`src/rtl/popcount_sched_if.sv`:
```
// Bundles the two requester channels, the result channel and the busy flag of popcount_sched.
// The slave modport is the counter's view. The master modport is the view of the requesters and the result consumer.
interface popcount_sched_if;
  logic        req0_valid;
  logic [31:0] req0_data;
  logic        req0_ready;
  logic        req1_valid;
  logic [31:0] req1_data;
  logic        req1_ready;
  logic        res_valid;
  logic [5:0]  res_count;
  logic        res_id;
  logic        res_ready;
  logic        busy;

  modport slave (
    input  req0_valid, req0_data, req1_valid, req1_data, res_ready,
    output req0_ready, req1_ready, res_valid, res_count, res_id, busy
  );

  modport master (
    output req0_valid, req0_data, req1_valid, req1_data, res_ready,
    input  req0_ready, req1_ready, res_valid, res_count, res_id, busy
  );
endinterface

```
`src/rtl/popcount_sched.sv`:
```
// Two-requester population counter.
// A round-robin arbiter accepts one 32-bit word at a time.
// One shared 8-bit ones-counter then walks the four bytes over four RUN cycles.
// The result is held in DONE until the consumer takes it.
module popcount_sched (
  input  logic             clk,
  input  logic             rst,
  popcount_sched_if.slave  bus
);

  typedef enum logic [1:0] {IDLE, RUN, DONE} state_t;

  state_t      state_q, state_d;
  logic [31:0] word_q, word_d;
  logic [5:0]  acc_q, acc_d;
  logic [1:0]  idx_q, idx_d;
  logic        id_q, id_d;
  logic        last_grant_q, last_grant_d;

  logic        gnt0, gnt1;
  logic [7:0]  word_bytes [4];
  logic [7:0]  byte_sel;
  logic [3:0]  byte_ones;

  // Split the latched word into byte lanes so the running index can pick one lane.
  for (genvar gi = 0; gi < 4; gi++) begin : g_bytes
    assign word_bytes[gi] = word_q[gi*8 +: 8];
  end

  // Round-robin grant. Only in IDLE, and only to a valid requester.
  // When both are valid, the requester that did not win last time is served.
  always_comb begin
    gnt0 = (state_q == IDLE) && bus.req0_valid && (!bus.req1_valid || last_grant_q);
    gnt1 = (state_q == IDLE) && bus.req1_valid && (!bus.req0_valid || !last_grant_q);
  end

  // The shared ones-counter, applied to the byte selected by the index.
  always_comb begin
    byte_sel  = word_bytes[idx_q];
    byte_ones = '0;
    for (int i = 0; i < 8; i++) begin
      byte_ones = byte_ones + {3'b000, byte_sel[i]};
    end
  end

  // Next-state logic: IDLE accepts a word, RUN accumulates one byte per cycle, DONE waits for the consumer.
  always_comb begin
    state_d      = state_q;
    word_d       = word_q;
    acc_d        = acc_q;
    idx_d        = idx_q;
    id_d         = id_q;
    last_grant_d = last_grant_q;
    case (state_q)
      IDLE: begin
        if (gnt0 || gnt1) begin
          word_d       = gnt1 ? bus.req1_data : bus.req0_data;
          id_d         = gnt1;
          last_grant_d = gnt1;
          acc_d        = '0;
          idx_d        = '0;
          state_d      = RUN;
        end
      end
      RUN: begin
        // The sum is at most 32, so the 6-bit accumulator never wraps.
        acc_d = acc_q + {2'b00, byte_ones};
        idx_d = idx_q + 2'd1;
        if (idx_q == 2'd3) begin
          state_d = DONE;
        end
      end
      DONE: begin
        if (bus.res_ready) begin
          state_d = IDLE;
        end
      end
      default: state_d = IDLE;
    endcase
  end

  // State register with synchronous reset. Reset also discards any in-flight result.
  always_ff @(posedge clk) begin
    if (rst) begin
      state_q      <= IDLE;
      word_q       <= '0;
      acc_q        <= '0;
      idx_q        <= '0;
      id_q         <= 1'b0;
      last_grant_q <= 1'b1;
    end else begin
      state_q      <= state_d;
      word_q       <= word_d;
      acc_q        <= acc_d;
      idx_q        <= idx_d;
      id_q         <= id_d;
      last_grant_q <= last_grant_d;
    end
  end

  // Outputs are forced quiet while reset is held, independent of the pre-reset state.
  always_comb begin
    bus.req0_ready = gnt0 && !rst;
    bus.req1_ready = gnt1 && !rst;
    bus.res_valid  = (state_q == DONE) && !rst;
    bus.res_count  = rst ? 6'd0 : acc_q;
    bus.res_id     = id_q && !rst;
    bus.busy       = (state_q != IDLE) && !rst;
  end

endmodule

```
`src/flat_wrapper.sv`:
```
// flat-port wrapper written by rule: the top's interface ports become plain ports
module popcount_sched_flat 
  (clk, rst, bus_req0_valid, bus_req0_data, bus_req1_valid, bus_req1_data, bus_res_ready, bus_req0_ready, bus_req1_ready, bus_res_valid, bus_res_count, bus_res_id, bus_busy);
  popcount_sched_if bus_i ();
  input  logic clk;
  input  logic rst;
  input wire logic [$bits(bus_i.req0_valid)-1:0] bus_req0_valid;
  input wire logic [$bits(bus_i.req0_data)-1:0] bus_req0_data;
  input wire logic [$bits(bus_i.req1_valid)-1:0] bus_req1_valid;
  input wire logic [$bits(bus_i.req1_data)-1:0] bus_req1_data;
  input wire logic [$bits(bus_i.res_ready)-1:0] bus_res_ready;
  output wire logic [$bits(bus_i.req0_ready)-1:0] bus_req0_ready;
  output wire logic [$bits(bus_i.req1_ready)-1:0] bus_req1_ready;
  output wire logic [$bits(bus_i.res_valid)-1:0] bus_res_valid;
  output wire logic [$bits(bus_i.res_count)-1:0] bus_res_count;
  output wire logic [$bits(bus_i.res_id)-1:0] bus_res_id;
  output wire logic [$bits(bus_i.busy)-1:0] bus_busy;
  assign bus_i.req0_valid = bus_req0_valid;
  assign bus_i.req0_data = bus_req0_data;
  assign bus_i.req1_valid = bus_req1_valid;
  assign bus_i.req1_data = bus_req1_data;
  assign bus_i.res_ready = bus_res_ready;
  assign bus_req0_ready = bus_i.req0_ready;
  assign bus_req1_ready = bus_i.req1_ready;
  assign bus_res_valid = bus_i.res_valid;
  assign bus_res_count = bus_i.res_count;
  assign bus_res_id = bus_i.res_id;
  assign bus_busy = bus_i.busy;
  popcount_sched u_core (.clk(clk), .rst(rst), .bus(bus_i));
endmodule
```
`config.mk`:
```
export PLATFORM = sky130hd
export DESIGN_NAME = popcount_sched_flat
export DESIGN_NICKNAME = d
export VERILOG_FILES = /design/src/rtl/popcount_sched_if.sv /design/src/rtl/popcount_sched.sv /design/src/flat_wrapper.sv
export SDC_FILE = /design/constraint.sdc
export NUM_CORES = 1
export LEC_CHECK = 0
export CAP_MARGIN = 5
export CORE_ASPECT_RATIO = 0.75
export CORE_UTILIZATION = 30
export DETAILED_ROUTE_END_ITERATION = 6
export GPL_ROUTABILITY_DRIVEN = 0
export SKIP_LAST_GASP = 1
export SLEW_MARGIN = 20
export SYNTH_ARGS = -nofsm -noshare
export SYNTH_HDL_FRONTEND = slang
export SYNTH_SLANG_ARGS = --single-unit
```
`constraint.sdc`:
```
create_clock -name clk -period 8.6 [get_ports clk]
set_input_delay 0.86 -clock clk [delete_from_list [all_inputs] [get_ports clk]]
set_output_delay 0.86 -clock clk [all_outputs]
set_load 0.05 [all_outputs]
```
==> out/metrics.csv <==
stage,metric,value,unit
die,row_count,28,
run,timing.max_cap.violations,0,
logic_synthesis,synth.top_cells.by_area,"dfxtp_1 34%, mux2i_1 12%, a211oi_1 9.3%, mux4_2 7.0%, nor2_1 6.7%",
worst_setup_path,cpMostUsedCell,fa_1,
timing,timing_hold_violations_final,0,
final_layout,final_core_util,42.80,%
worst_setup_path,largest_fanout_on_the_critical_path,10,
timing,whs,458.6,ps
place,preCtsSetupSlack,3778,ps
die,die_y,82.16,um
timing,max_slew.worst_pin.slew,1022,ps
worst_setup_path,worstPathRequired,8800,ps
logic_synthesis,synth_cell_type_count,39,
clock_tree,cts.repair_timing.setup_buffer_count,0,
clock_tree,post_cts.resized_instances,0,
logic_synthesis,post_synthesis_register_bit_count,44,
hold_path,hold_path_class,reg -> reg,
clock_tree,tritoncts,yes,
die,core-area,8093,um2
worst_setup_path,critical_path_type,reg -> reg,
timing,skew,3.862,ps
clock_tree,holdBufCountCts,0,
die,pin_count,80,
final_layout,num-fill-cells,771,
timing,rsz_0062_raised_after_global_routing,no,
clock_tree,worstSkewPairLatency,280,ps
final_layout,final_layout_size_suffix_gt1_share,7.077,%
drt,drt_pre_antenna_iters,4,
timing,final.period_utilization,56.61,%
timing,max_clock_freq,205.4,MHz
worst_setup_path,worstSetupEndpointType,flip-flop,
logic_synthesis,synthesized_instance_count,256,
logic_synthesis,synth.net_count,338,
logic_synthesis,yosys.cell_count.top_type,nor2_1,
logic_synthesis,synth_top_area_share,34.27,%
die,initial_utilization,31.76,%
pwr,power.density_cell_area,180.8,nW/um2
logic_synthesis,asyncSetResetFlopFracSynth,0,%
logic_synthesis,primary_ff_master_synth,dfxtp_1,
logic_synthesis,synth.top_cells.by_count,"46 x nor2_1, 44 x dfxtp_1, 32 x a211oi_1, 32 x mux2i_1, 11 x inv_1",
worst_setup_path,arrival,5070,ps
place,placement.io_buffers,79,
timing,period_minus_slack,4869,ps
logic_synthesis,edff_count_synth,0,
logic_synthesis,syn_avg_cell_area,10.04,um2
drt,viasPerCell,4.837,
clock_tree,clk_pin_slew,60,ps
drt,wirelength,6259,um
clock_tree,cts_inserted_buffers,5,
final_layout,antenna_cells,0,
pwr,finalPower,0.0006261,W
place,hpwl,4550,um
drt,routedWlPerCell,14.56,um
worst_setup_path,cp-start-kind,flip-flop,
timing,finalWorstSetupSlack,3731,ps
final_layout,area_growth,34.76,%
clock_tree,cts_buffer_depth,2,
die,fp.dieW,108.9,um
timing,setup_tns,0,ps
timing,slew-limit-headroom,31.88,%
pwr,vdd.ir_drop.worst,0.07585,mV
global_route,global_route.overflow_total,0,
drt,number_of_vias_after_detailed_routing,2080,
worst_setup_path,critical-path-max-stage-delay,590,ps
clock_tree,ctsHtreeMaxLevel,2,
worst_setup_path,slowest_stage,dfxtp_1,
global_route,maximum_number_of_pins_on_one_net_before_global_route_repair,67,
drt,number_of_remaining_drc_errors,0,
clock_tree,cts_root_buf,clkbuf_16,
timing,timing.final.max_slew_violations,0,
logic_synthesis,cell_area_after_synthesis,2570,um2
drt,postRouteAntennaNets,0,
clock_tree,cts_num_sinks,44,
die,dieArea,8945,um2
logic_synthesis,yosysWarnings,0,
final_layout,finalNetCount,406,
global_route,vias_in_the_first_global_route,1893,
pwr,leakage,1.447,nW
logic_synthesis,netlist.top_cell.by_area,dfxtp_1,
global_route,first_pass_grt_wire_length,9604,um
worst_setup_path,cells_traversed_along_the_worst_timing_path,mux4_2 -> ha_1 -> fa_1 -> inv_1 -> fa_1 -> fa_1 -> fa_1 -> xnor2_1 -> ha_1 -> nor2b_1 -> o21a_1 -> or3_1 -> a31oi_1,
global_route,track_usage,14.07,%
global_route,antenna_violations_before_repair,0,
drt,drt_first_iter_violations,95,
timing,final-setup-viol-count,0,
status,outcome,"complete, no violations",
logic_synthesis,seq_area_frac_synth,34.27,%
==> cell families (layout without fill, tap and decap cells) <==
kind of cell / Yosys count / in the layout / share of synthesized area, %
compound gates: 49 / 49 / 14.02
xor+xnor: 2 / 2 / 0.6817
fa+ha+maj: 13 / 13 / 7.790
buf+inv: 31 / 100 / 9.494
flops: 44 / 44 / 34.27
mux: 40 / 40 / 19.47
simple gates: 77 / 77 / 14.27
==> flip-flops by register name, indices dropped and copies added (netlist names) <==
register and cells:
u_core.id_q 1, u_core.word_q 32, u_core.last_grant_q 1, u_core.state_q 2, u_core.idx_q 2, u_core.acc_q 6
==> where the power goes <==
| part | total, W | switching (W) | internal (W) |
|---|---|---|---|
| logic | 0.000172 | 0.0000810 | 0.0000907 |
| registers | 0.000241 | 0.0000165 | 0.000224 |
| clock network | 0.000213 | 0.0000769 | 0.000137 |
==> cell type report <==
type	count	area (um2)	area share (%)
clock inverter	2	35.03	1.012
multi-input combinational	181	1445	41.73
timing repair buffer	81	800.8	23.12
inverter	11	41.29	1.192
clock buffer	6	128.9	3.721
tap	105	131.4	3.793
sequential	44	880.8	25.43
==> path summary, 6_finish.rpt <==
kind                           startpoint                      endpoint  slack [ps]  depth (start not counted)
min reg2reg      u_core.id_q$_SDFFE_PP0P_      u_core.id_q$_SDFFE_PP0P_         460                          2
min              u_core.id_q$_SDFFE_PP0P_      u_core.id_q$_SDFFE_PP0P_         460                          2
max reg2reg  u_core.idx_q[1]$_SDFFE_PP0P_  u_core.acc_q[4]$_SDFFE_PP0P_        3730                         13
max          u_core.idx_q[1]$_SDFFE_PP0P_  u_core.acc_q[4]$_SDFFE_PP0P_        3730                         13
==> cell usage in the layout, fill, tap and decap left out, drive strengths merged <==
cell type       n
bufinv          1
nand3b          1
nor2           47
a21o            2
nor3            1
buf             3
or3             1
clkdlybuf4s50  78
nor4            2
a21oi           4
and3            1
o21a            2
nand2b          2
and2b           1
o21ai           1
o22a            1
xnor2           2
mux4            8
a22oi           4
ha              8
or2             1
a211oi         32
nor2b           8
a221o           2
nand2           6
dfxtp          44
clkbuf          6
and2            1
mux2i          32
or2b            1
nand3           2
a31oi           1
clkinv          1
inv            11
nor3b           2
fa              5
==> per-stage QoR <==
step,cell area [um2],cells
global placement,3299,422
detailed placement,3299,422
floorplan,2570,256
CTS,3463,430
global route,3463,430
finish,3463,430
==> routing by layer <==
metal | routed length [um] | GRT usage (%) | vias to the layer above
li1 | - | - | 1049
met2 | 2638 | 19.87 | 53
met1 | 3281 | 20.84 | 973
met5 | 0 | 0 | -
met3 | 305 | 3.846 | 5
met4 | 34 | 3.378 | 0
==> critical path, delay by kind of cell, from the launching register on <==
family	cells	cell delay [ps]
fa+ha+maj	6	2560
flops	1	590
mux	1	560
simple gates	2	490
compound gates	2	340
xor+xnor	1	210
buf+inv	1	50
Power figures use the tool's default switching activity.
